===== config.mk =====
export PLATFORM = sky130hd
export DESIGN_NAME = axis_iq_interleaver
export DESIGN_NICKNAME = d
export VERILOG_FILES = /design/src/rtl/axis_iq_interleaver.sv
export SDC_FILE = /design/constraint.sdc
export NUM_CORES = 1
export LEC_CHECK = 0
export ABC_AREA = 0
export ABC_CLOCK_PERIOD_IN_PS = 10810
export CELL_PAD_IN_SITES_DETAIL_PLACEMENT = 0
export CELL_PAD_IN_SITES_GLOBAL_PLACEMENT = 1
export CORE_MARGIN = 8
export CORE_UTILIZATION = 43
export CTS_BUF_LIST = sky130_fd_sc_hd__clkbuf_8
export DETAILED_ROUTE_END_ITERATION = 16
export PLACE_DENSITY_LB_ADDON = 0.1
export SYNTH_ARGS = -nofsm -noshare
export SYNTH_HDL_FRONTEND = slang
export SYNTH_SLANG_ARGS = --single-unit

===== constraint.sdc =====
create_clock -name aclk_s_i -period 10.81 [get_ports aclk_s_i]
set_input_delay 1.6215 -clock aclk_s_i [delete_from_list [all_inputs] [get_ports aclk_s_i]]
set_output_delay 1.6215 -clock aclk_s_i [all_outputs]
set_load 0.01 [all_outputs]

===== src/rtl/axis_iq_interleaver.sv =====
// axis_iq_interleaver: buffers simultaneous I/Q pairs from the ADC capture logic in a pair FIFO.
// It emits them as one interleaved AXI4-Stream: the I beat with tid=1, then the Q beat with tid=0.
// Pairs that arrive while the FIFO is full are dropped whole and flagged.
// Optional feature macro: AXIS_IQ_OVF_CNT_EN adds a saturating dropped-pair counter on ovf_cnt_o.
module axis_iq_interleaver #(
    parameter int unsigned DW      = 16,
    parameter int unsigned AW_FIFO = 3
) (
    input  logic                 aclk_s_i,
    input  logic                 aresetn,
    input  logic                 ce,
    input  logic [DW-1:0]        adc_i_i,
    input  logic [DW-1:0]        adc_q_i,
    input  logic                 adc_valid_i,
    output logic [DW-1:0]        tdata_m_o,
    output logic [DW/8-1:0]      tstrb_m_o,
    output logic                 tid_m_o,
    output logic                 tvalid_m_o,
    input  logic                 tready_m_i,
    output logic                 overflow_o,
    output logic [15:0]          ovf_cnt_o,
    output logic [AW_FIFO:0]     fifo_level_o
);

    localparam int unsigned Depth = 1 << AW_FIFO;

    typedef enum logic [1:0] {StIdle, StSendI, StSendQ} state_e;

    state_e              state_q, state_d;
    logic [2*DW-1:0]     mem_q [Depth];
    logic [AW_FIFO-1:0]  wr_ptr_q, rd_ptr_q;
    logic [AW_FIFO:0]    level_q, level_d;
    logic                fifo_empty, fifo_full;
    logic                push_req, push, pop, drop, hs;
    logic [2*DW-1:0]     rd_pair;
    logic [DW-1:0]       tdata_q, tdata_d, q_hold_q, q_hold_d;
    logic                tid_q, tid_d, tvalid_q, tvalid_d;
    logic [DW/8-1:0]     tstrb_q, tstrb_d;
    logic                overflow_q;

    assign fifo_empty = (level_q == '0);
    assign fifo_full  = (level_q == (AW_FIFO+1)'(Depth));
    assign push_req   = ce & adc_valid_i;
    // A pop in the same cycle frees a slot, so a full FIFO can still accept the pair.
    assign push       = push_req & (~fifo_full | pop);
    assign drop       = push_req & fifo_full & ~pop;
    assign rd_pair    = mem_q[rd_ptr_q];
    assign hs         = tvalid_q & tready_m_i;

    // Occupancy follows push/pop; simultaneous push and pop leave it unchanged.
    always_comb begin
        level_d = level_q;
        if (push && !pop) begin
            level_d = level_q + (AW_FIFO+1)'(1);
        end else if (pop && !push) begin
            level_d = level_q - (AW_FIFO+1)'(1);
        end
    end

    // FIFO pointers and level; reset flushes the FIFO.
    always_ff @(posedge aclk_s_i or negedge aresetn) begin
        if (!aresetn) begin
            wr_ptr_q <= '0;
            rd_ptr_q <= '0;
            level_q  <= '0;
        end else begin
            if (push) wr_ptr_q <= wr_ptr_q + AW_FIFO'(1);
            if (pop)  rd_ptr_q <= rd_ptr_q + AW_FIFO'(1);
            level_q <= level_d;
        end
    end

    // Pair storage, {Q, I}; contents need no reset since the pointers define validity.
    always_ff @(posedge aclk_s_i) begin
        if (push) mem_q[wr_ptr_q] <= {adc_q_i, adc_i_i};
    end

    // Output FSM next state: pops a pair into the output stage, then sends I followed by Q.
    always_comb begin
        state_d  = state_q;
        pop      = 1'b0;
        tdata_d  = tdata_q;
        tid_d    = tid_q;
        tvalid_d = tvalid_q;
        q_hold_d = q_hold_q;
        unique case (state_q)
            StIdle: begin
                if (!fifo_empty) begin
                    pop      = 1'b1;
                    tdata_d  = rd_pair[DW-1:0];
                    q_hold_d = rd_pair[2*DW-1:DW];
                    tid_d    = 1'b1;
                    tvalid_d = 1'b1;
                    state_d  = StSendI;
                end
            end
            StSendI: begin
                if (hs) begin
                    tdata_d = q_hold_q;
                    tid_d   = 1'b0;
                    state_d = StSendQ;
                end
            end
            StSendQ: begin
                if (hs) begin
                    if (!fifo_empty) begin
                        pop      = 1'b1;
                        tdata_d  = rd_pair[DW-1:0];
                        q_hold_d = rd_pair[2*DW-1:DW];
                        tid_d    = 1'b1;
                        state_d  = StSendI;
                    end else begin
                        tvalid_d = 1'b0;
                        state_d  = StIdle;
                    end
                end
            end
            default: state_d = StIdle;
        endcase
        tstrb_d = tvalid_d ? '1 : '0;
    end

    // Output FSM and registered AXIS outputs.
    always_ff @(posedge aclk_s_i or negedge aresetn) begin
        if (!aresetn) begin
            state_q    <= StIdle;
            tdata_q    <= '0;
            q_hold_q   <= '0;
            tid_q      <= 1'b0;
            tvalid_q   <= 1'b0;
            tstrb_q    <= '0;
        end else begin
            state_q    <= state_d;
            tdata_q    <= tdata_d;
            q_hold_q   <= q_hold_d;
            tid_q      <= tid_d;
            tvalid_q   <= tvalid_d;
            tstrb_q    <= tstrb_d;
        end
    end

    // Sticky overflow flag, cleared only by reset.
    always_ff @(posedge aclk_s_i or negedge aresetn) begin
        if (!aresetn) overflow_q <= 1'b0;
        else          overflow_q <= overflow_q | drop;
    end

`ifdef AXIS_IQ_OVF_CNT_EN
    logic [15:0] ovf_cnt_q;

    // Saturating dropped-pair counter.
    always_ff @(posedge aclk_s_i or negedge aresetn) begin
        if (!aresetn) begin
            ovf_cnt_q <= '0;
        end else if (drop && ovf_cnt_q != 16'hFFFF) begin
            ovf_cnt_q <= ovf_cnt_q + 16'd1;
        end
    end

    assign ovf_cnt_o = ovf_cnt_q;
`else
    assign ovf_cnt_o = '0;
`endif

    assign tdata_m_o    = tdata_q;
    assign tstrb_m_o    = tstrb_q;
    assign tid_m_o      = tid_q;
    assign tvalid_m_o   = tvalid_q;
    assign overflow_o   = overflow_q;
    assign fifo_level_o = level_q;

endmodule


==> flow_summary_export.csv, run 1 <==
group,metric,value,unit
yosys,synthFlopType,"edfxtp_1",
route,drt_iter0_markers,293,
grt,grt_pass1_vias,6433,
route,dr.pass1.iters,4,
placed_design,gp_congestion,0.754,
sta,fin_crit,3.95,ns
floorplan,rows,61,
clock_network,clkTransAtPathRegs,0.06,ns
sta,fin_hold_ws,0.473,ns
grt,grt_pass1_wl,37900,microns
sta,fin_ws,6.86,ns
sta,rsz0062_at_grt,"false",
clock_network,cts_buffers,50,
worst_setup_path,cp.arrival,4.11,ns
worst_setup_path,rr_worst_depth,11,
worst_hold_path,hold_depth,1,
pwr,power.leakage,4.82,nW
worst_setup_path,critical_path_required,10.98,ns
floorplan,io_pins,78,
route,vias_per_cell,5.16,
worst_setup_path,r2r_setup_slack,7.90,ns
floorplan,initial_core_util,43.5,%
sta,timing.final.crit_share,36.5,%
route,wl_per_cell,21.4,microns
clock_network,cts_setup_buffers,0,
clock_network,cts_max_path_buffers,3,
placed_design,place_hpwl,14900,microns
worst_setup_path,cp_cell_sequence,"clkdlybuf4s50_1 > a21boi_2 > o21ai_0 > nand4_1 > nor2_4",
yosys,yosys_warnings,0,
yosys,syn_area,12000,sq um
clock_network,post_cts_resized,0,
worst_setup_path,r2r-end,"fifo_level_o[3]",
grt,grt_max_degree,51,
route,via_count,5944,
grt,antenna_found_initial,0,
clock_network,htree_levels,2,
cells_and_area,drive_gt1_share,17.3,%
worst_hold_path,hp-start,"overflow_o",
pwr,p_per_area,264,nW/um^2
job,cap_violations,0,
sta,timing.fmax,253,MHz
yosys,synth_seq_cells,303,
outcome,status,"finished clean",
route,wirelength,24700,microns
worst_hold_path,min_to,"overflow_o",
yosys,synth_cell_types,41,
pwr,ir_drop,0.000130,V
route,drtAntennaViolNets,0,
yosys,async_reset_ff_share,15.5,%
floorplan,die_h,183,microns
cells_and_area,layout_commonest_cell,"edfxtp_1",
floorplan,die-width,183,microns
floorplan,die_area,33600,sq um
sta,max-slew-margin-rel,24.9,%
worst_setup_path,startpoint_type,"primary input",
sta,timing_hold_violations_final,0,
sta,tightestPinTransition,1.12,ns
worst_setup_path,critPathKind,"primary input to flop",
clock_network,clock_latency,0.55,ns
worst_setup_path,cp-end-kind,"flop",
yosys,ys_seq_area_share,73.7,%
worst_setup_path,r2r-start,"fifo_level_o[1]",
clock_network,cts_root_buf,"clkbuf_8",
clock_network,cts_tree,"done",
sta,fin_setup_tns,0,ns
worst_setup_path,cpPeakStageDelay,0.97,ns
route,route.detailed.drc,0,
worst_setup_path,critPathSlowestCell,"nor2_4",
yosys,synthCells,649,
worst_hold_path,hold_class,"flop to flop",
yosys,avgSynthCellArea,18.5,sq um
sta,setup_violations,0,
cells_and_area,most-common-layout-cells,"edfxtp_1, mux2i_1, clkdlybuf4s50_1, clkbuf_8, dfrtp_1",
cells_and_area,area_delta_synth_final,14.8,%
floorplan,core-area,27600,sq um
placed_design,dp_worst_setup_slack,6.27,ns
yosys,synth_edf_count,256,
clock_network,cts_sinks,303,
cells_and_area,nets,781,
sta,maxSlewViolCount,0,
worst_setup_path,crit_fanout,32,
grt,grt_overflow_total,0,
placed_design,port_buffers,61,
sta,clock_skew,0.0150,ns
grt,grt_use_total,14.9,%
cells_and_area,diodes,0,
clock_network,cts_hold_buf,0,
## per-stage QoR
stage          utilization [%]  instances  power, W  instance area [sq um]
5_1_grt                   50.0       1153   0.00386                  13800
4_1_cts                   50.0       1153   0.00371                  13800
3_3_place_gp              46.7       1064   0.00278                  12900
6_report                  50.0       1153   0.00365                  13800
3_5_place_dp              46.7       1064   0.00280                  12900
2_1_floorplan                -        664   0.00245                  12100
## cell type report
cell class	instances	area (sq um)
Inverter	3	13.8
Clock buffer	56	771
Multi-Input combinational cell	307	2860
Tap cell	378	473
Fill cell	2389	13800
Sequential cell	303	8870
Clock inverter	33	130
Timing Repair Buffer	73	696
## critical path: cells and delay by family
kind | cells | cell delay [ns]
AND/OR/NAND/NOR | 2 | 1.40
AO/OA/AOI/OAI | 2 | 0.49
buffers and inverters | 1 | 0.55
## cells in the mapped netlist (all sizes together) (3+ instances only)
cell type	count	area, sq um
xnor2	7	61.3
a22oi	32	240
mux2i	81	811
a2bb2oi	16	203
a21oi	34	170
nor3	5	36.3
nand2	14	55.1
buf	44	374
dfrtp	47	1180
clkbuf	7	26.3
nand2b	3	18.8
edfxtp	256	7690
nand3	18	95.1
mux4	32	721
nor2	24	90.1
ha	5	62.6
o21ai	3	15.0
inv	3	13.8
## sequential cells by signal (all words and copies together) (netlist names), named ones only
register / flops
q_hold_q: 16
tdata_m_o: 16
rd_ptr_q: 3
tid_m_o: 1
state_q: 2
wr_ptr_q: 3
mem_q: 256
fifo_level_o: 4
overflow_o: 1
## worst max path at each step
stage	start	slack, ns	depth (start not counted)	endpoint
finish	tready_m_i	6.86	5	mem_q[5][4]
detailed placement	tready_m_i	6.27	5	mem_q[7][13]
CTS	tready_m_i	6.84	5	mem_q[7][26]
floorplan	tready_m_i	5.05	4	mem_q[0][0]
global route	tready_m_i	6.67	5	mem_q[5][16]
global placement	tready_m_i	6.36	5	mem_q[5][11]
## layer usage
metal	global-route usage (%)	vias up	part of all wire, %
met1	19.5	3044	45
met3	3.05	45	4.7
met4	4.52	0	1.9
met5	0	-	0
li1	-	2726	-
met2	24.7	129	49
## cell families (layout without fill, tap and decap cells)
kind of cell	Yosys count	after routing	synth area share, %
muxes	115	115	12.9
other	1	16	0.0312
adders and majority gates	6	6	0.687
buffers and inverters	54	165	3.44
DFF	303	303	73.7
AOI/OAI and AO/OA	89	89	5.56
xor gates and xnor gates	7	7	0.510
and+or+nand+nor	74	74	3.14
## power by group
group,leakage (nW),total [W],internal [W],switching [W]
registers,2.84,0.00160,0.00144,0.000164
clock network,0.518,0.000894,0.000470,0.000424
logic,1.46,0.00115,0.000536,0.000613
total,4.82,0.00365,0.00245,0.00120
No activity file was read; power rests on OpenSTA's default activity.
==> run 2, diff against run 1 <==
--- a/config.mk
+++ b/config.mk
@@ -6,7 +6,7 @@
 export NUM_CORES = 1
 export LEC_CHECK = 0
 export ABC_AREA = 0
-export ABC_CLOCK_PERIOD_IN_PS = 10810
+export ABC_CLOCK_PERIOD_IN_PS = 4100
 export CELL_PAD_IN_SITES_DETAIL_PLACEMENT = 0
 export CELL_PAD_IN_SITES_GLOBAL_PLACEMENT = 1
 export CORE_MARGIN = 8
==> constraint.sdc (replaced) <==
create_clock -name aclk_s_i -period 4.1 [get_ports aclk_s_i]
set_input_delay 0.615 -clock aclk_s_i [delete_from_list [all_inputs] [get_ports aclk_s_i]]
set_output_delay 0.615 -clock aclk_s_i [all_outputs]
set_load 0.01 [all_outputs]
==> run 2 against run 1 <==
Against the previous run:
- sequential power rose to 2.6 times the previous value
- clock skew increased by 0.011 ns
- register-to-register slack got worse by 6.8 ns
- global-route usage up 0.70 points
- hold slack got worse by 0.43 ns
- core utilization rose by 0.43 points
- critical path type is now flop to flop
- largest cell class unchanged
- largest power group unchanged
==> flow_summary_export.csv, run 2 (same netlist as run 1, synthesis figures left out) <==
group,metric,value,unit
outcome,status,"finished clean",
clock_network,cts_sinks,303,
placed_design,place_hpwl,15200,microns
cells_and_area,nets,788,
worst_setup_path,crit_fanout,7,
worst_setup_path,r2r-start,"fifo_level_o[1]",
cells_and_area,area_delta_synth_final,15.8,%
worst_setup_path,cp-end-kind,"flop",
worst_setup_path,worstSetupEndpoint,"fifo_level_o[3]",
clock_network,cts_max_path_buffers,3,
floorplan,die_h,183,microns
cells_and_area,most-common-layout-cells,"edfxtp_1, mux2i_1, clkdlybuf4s50_1, clkbuf_8, dfrtp_1",
grt,grt_max_degree,44,
worst_setup_path,startpoint_type,"flop",
cells_and_area,fill_cells,2356,
worst_setup_path,r2r-end,"fifo_level_o[3]",
route,wirelength,26000,microns
worst_setup_path,critical_path_required,4.56,ns
route,drtAntennaViolNets,0,
cells_and_area,drive_gt1_share,18.4,%
clock_network,cts_setup_buffers,0,
worst_setup_path,rr_worst_depth,11,
cells_and_area,diodes,0,
pwr,power,0.00983,W
job,cap_violations,0,
floorplan,rows,61,
sta,fin_ws,1.12,ns
sta,tightestPinTransition,0.945,ns
cells_and_area,layout_commonest_cell,"edfxtp_1",
placed_design,gp_congestion,0.714,
clock_network,post_cts_resized,0,
floorplan,initial_core_util,43.5,%
pwr,p_per_area,706,nW/um^2
worst_setup_path,cp.arrival,3.45,ns
sta,clock_skew,0.0257,ns
pwr,power.leakage,4.89,nW
route,wl_per_cell,22.4,microns
clock_network,cts_hold_buf,0,
worst_setup_path,critPathKind,"flop to flop",
grt,grt_use_total,15.6,%
sta,max-slew-margin-rel,37.0,%
clock_network,cts_tree,"done",
route,dr.pass1.iters,5,
route,route.detailed.drc,0,
pwr,ir_drop,0.000333,V
grt,grt_pass1_vias,6486,
clock_network,clkTransAtPathRegs,0.06,ns
sta,setup_violations,0,
worst_setup_path,r2r_setup_slack,1.12,ns
route,drt_iter0_markers,384,
sta,rsz0062_at_grt,"false",
clock_network,cts_buffers,50,
grt,antenna_found_initial,0,
grt,grt_overflow_total,0,
worst_setup_path,cp-startpoint,"fifo_level_o[1]",
grt,grt_pass1_wl,39600,microns
placed_design,dp_worst_setup_slack,0.686,ns
route,vias_per_cell,5.22,
cells_and_area,largest_reg_flops,256,
sta,maxSlewViolCount,0,
route,via_count,6064,
cells_and_area,utilization,50.4,%
floorplan,die-width,183,microns
sta,timing_hold_violations_final,0,
clock_network,htree_levels,2,
cells_and_area,regMostFlops,"mem_q",
clock_network,clock_latency,0.56,ns
sta,fin_setup_tns,0,ns
cells_and_area,multi_input_area,2860,sq um
sta,timing.final.crit_share,72.8,%
floorplan,core-area,27600,sq um
clock_network,cts_root_buf,"clkbuf_8",
sta,fin_crit,2.98,ns
worst_hold_path,hold_class,"primary input to async pin",
floorplan,die_area,33600,sq um
placed_design,port_buffers,61,
floorplan,io_pins,78,
cells_and_area,ff_latch_area,8870,sq um
sta,timing.fmax,335,MHz
[run 2: cell count changes in the layout (fill, tap and decap cells not counted), sizes merged]
cell      change
buf           +7
bufinv        +1
clkbuf        +1
clkinv        +1
clkinvlp      -1
[run 2: through the flow]
step                      hold slack, ns  area [sq um]  cells
final                             0.0460         13900   1162
after global routing              0.0678         13900   1162
after CTS                         0.0262         13900   1162
after detailed placement           0.472         13000   1071
after global placement             0.457         13000   1071
after floorplan                    0.319         12100    664
[run 2: cell type report]
cell class	count	area share, %
Timing Repair Buffer	80	5.46
Clock inverter	34	1.19
Clock buffer	57	5.63
Tap cell	378	3.40
Multi-Input combinational cell	307	20.5
Sequential cell	303	63.7
Inverter	3	0.0988
[run 2: critical path, cell delays in order (launching register included)]
cell	delay (ns)
dfrtp_1	0.48
nor4b_1	0.46
o21ai_0	0.28
nand3_2	0.27
inv_1	0.07
ha_1	0.21
inv_1	0.13
ha_1	0.26
a21o_1	0.18
a21oi_1	0.16
mux2i_1	0.24
xnor2_1	0.15
[run 2: report_power, final]
group          internal (W)  switching, W  total [W]
Sequential          0.00380      0.000405    0.00420
Clock               0.00133       0.00116    0.00249
Combinational       0.00144       0.00170    0.00314
Total               0.00656       0.00327    0.00983
[run 2: worst min path at each step]
stage / startpoint / slack (ns) / depth (start not counted) / to
floorplan: aresetn / 0.32 / 0 / async pin
global placement: overflow_o / 0.46 / 1 / overflow_o
detailed placement: overflow_o / 0.47 / 1 / overflow_o
CTS: aresetn / 0.03 / 1 / tdata_m_o[6]
global route: aresetn / 0.07 / 1 / tdata_m_o[6]
finish: aresetn / 0.05 / 1 / tdata_m_o[6]
[run 2: per-layer routing]
layer,vias up,GRT usage (%),routed length (microns)
met3,45,3.28,1580
met4,0,4.78,559
met5,-,0,0
li1,2742,-,-
met1,3112,21.4,11700
met2,165,24.6,12200
==> run 3, diff against run 2 <==
--- a/config.mk
+++ b/config.mk
@@ -6,7 +6,7 @@
 export NUM_CORES = 1
 export LEC_CHECK = 0
 export ABC_AREA = 0
-export ABC_CLOCK_PERIOD_IN_PS = 4100
+export ABC_CLOCK_PERIOD_IN_PS = 2700
 export CELL_PAD_IN_SITES_DETAIL_PLACEMENT = 0
 export CELL_PAD_IN_SITES_GLOBAL_PLACEMENT = 1
 export CORE_MARGIN = 8
==> constraint.sdc (replaced) <==
create_clock -name aclk_s_i -period 2.7 [get_ports aclk_s_i]
set_input_delay 0.405 -clock aclk_s_i [delete_from_list [all_inputs] [get_ports aclk_s_i]]
set_output_delay 0.405 -clock aclk_s_i [all_outputs]
set_load 0.01 [all_outputs]
==> run 3 against run 2 <==
Against the previous run:
- first-iteration DRC count up 5.5%
- clock skew down 0.0080 ns
- final cell count up 1.4%
- register-to-register slack worse by 1.0 ns
- sequential power up 49%
- sequential cell count unchanged
- critical path depth unchanged
- setup slack worse by 1.0 ns
- power up 56%
- global-route usage down 0.23 points
- die area unchanged
- combinational power up 62%
- critical path type unchanged
- critical endpoint unchanged
- highest routed layer unchanged
==> flow_summary_export.csv, run 3 (same netlist as run 1, synthesis figures left out) <==
group,metric,value,unit
sta,setup_violations,0,
route,drtAntennaViolNets,0,
sta,tightestPinTransition,0.794,ns
grt,grt_overflow_total,0,
cells_and_area,nets,803,
clock_network,post_cts_resized,0,
floorplan,die-width,183,microns
cells_and_area,utilization,51.8,%
worst_setup_path,cpPeakStageDelay,0.46,ns
sta,fin_ws,0.114,ns
route,via_count,6178,
worst_hold_path,hold_class,"primary input to async pin",
worst_setup_path,r2r_setup_slack,0.11,ns
floorplan,core-area,27600,sq um
sta,timing.final.crit_share,95.8,%
worst_setup_path,critPathSlowestCell,"nor4b_1",
cells_and_area,largest_reg_flops,256,
worst_setup_path,critical_path_required,3.17,ns
route,vias_per_cell,5.24,
worst_setup_path,startpoint_type,"flop",
cells_and_area,fill_cells,2305,
clock_network,cts_sinks,303,
grt,grt_pass1_wl,39300,microns
placed_design,gp_congestion,0.768,
grt,grt_use_total,15.3,%
grt,grt_pass1_vias,6625,
route,dr.pass1.iters,4,
floorplan,initial_core_util,43.5,%
sta,clock_skew,0.0176,ns
clock_network,cts_max_path_buffers,3,
floorplan,die_h,183,microns
grt,grt_max_degree,50,
worst_setup_path,r2r-start,"fifo_level_o[1]",
floorplan,rows,61,
clock_network,cts_hold_buf,1,
worst_setup_path,critPathKind,"flop to flop",
placed_design,dp_worst_setup_slack,-0.0446,ns
clock_network,htree_levels,2,
worst_setup_path,cp_num_buf_inv,2,
sta,fin_setup_tns,0,ns
sta,max-slew-margin-rel,47.0,%
clock_network,cts_tree,"done",
worst_setup_path,worst-path-stages,11,
worst_setup_path,cp_cell_sequence,"nor4b_1 > o21ai_0 > nand3_2 > inv_1 > ha_1 > inv_1 > ha_1 > a21o_1 > a21oi_1 > mux2i_1 > xnor2_1",
worst_setup_path,cp-end-kind,"flop",
cells_and_area,most-common-layout-cells,"edfxtp_1, mux2i_1, clkbuf_8, clkdlybuf4s50_1, dfrtp_1",
clock_network,clkTransAtPathRegs,0.07,ns
sta,timing_hold_violations_final,0,
sta,timing.fmax,387,MHz
placed_design,port_buffers,61,
grt,antenna_found_initial,0,
outcome,status,"finished clean",
cells_and_area,area_delta_synth_final,19.0,%
clock_network,cts_setup_buffers,0,
worst_setup_path,cp.arrival,3.06,ns
placed_design,place_hpwl,15400,microns
pwr,ir_drop,0.000474,V
cells_and_area,drive_gt1_share,20.8,%
route,drt_iter0_markers,405,
pwr,p_per_area,1070,nW/um^2
route,route.detailed.drc,0,
worst_setup_path,rr_worst_depth,11,
floorplan,die_area,33600,sq um
cells_and_area,diodes,0,
sta,rsz0062_at_grt,"false",
sta,fin_crit,2.59,ns
route,wl_per_cell,21.8,microns
route,wirelength,25700,microns
floorplan,io_pins,78,
worst_setup_path,cp_top_family,"simple AND/OR/NAND/NOR gates",
clock_network,clock_latency,0.56,ns
cells_and_area,layout_commonest_cell,"edfxtp_1",
worst_setup_path,r2r-end,"fifo_level_o[3]",
sta,maxSlewViolCount,0,
worst_setup_path,crit_fanout,2,
job,cap_violations,0,
cells_and_area,regMostFlops,"mem_q",
clock_network,cts_root_buf,"clkbuf_8",
clock_network,cts_buffers,49,
pwr,power.leakage,5.03,nW
[run 3: changes by cell type in the layout (fill, tap and decap cells not counted), moves of 2 or more]
cell	previous run	this run
buf_12	1	15
inv_1	17	12
nor3_2	4	0
nor3_4	1	5
clkbuf_8	57	60
clkinv_1	12	10
clkinv_2	5	7
clkinvlp_4	0	2
[run 3: power by group]
group          total [W]  switching [W]  internal [W]
Clock            0.00394        0.00174       0.00220
Sequential       0.00626       0.000499       0.00576
Combinational    0.00510        0.00273       0.00237
Total             0.0153        0.00497        0.0103
[run 3: stage by stage]
step / cells / hold slack (ns) / power [W] / instance area [sq um]
floorplan: 664 / 0.109 / 0.00983 / 12100
global placement: 1086 / 0.429 / 0.0114 / 13300
detailed placement: 1086 / 0.443 / 0.0116 / 13300
CTS: 1178 / 0.374 / 0.0156 / 14300
global route: 1178 / 0.425 / 0.0161 / 14300
finish: 1178 / 0.393 / 0.0153 / 14300
[run 3: worst max path at each step]
stage                    startpoint              end
finish              fifo_level_o[1]  fifo_level_o[3]
global route        fifo_level_o[1]  fifo_level_o[3]
CTS                 fifo_level_o[1]  fifo_level_o[3]
detailed placement       tready_m_i  fifo_level_o[3]
global placement         tready_m_i  fifo_level_o[3]
floorplan                      flop      mem_q[5][0]
[run 3: layer usage]
metal / wire [microns] / GRT usage [%] / part of all wire [%]
met5: 0 / 0 / 0
met4: 559 / 4.94 / 2.2
met3: 1140 / 3.03 / 4.4
met2: 12700 / 25.8 / 49
met1: 11300 / 19.8 / 44
[run 3: cell type report]
type                       count  area [sq um]  share of cell area [%]
clock buffer                  60           826                    5.77
clock inverter                31           185                    1.29
inverter                       3          13.8                  0.0962
multi-input combinational    307          2890                    20.2
sequential                   303          8870                    62.0
tap                          378           473                    3.31
timing repair buffer          96          1060                    7.40
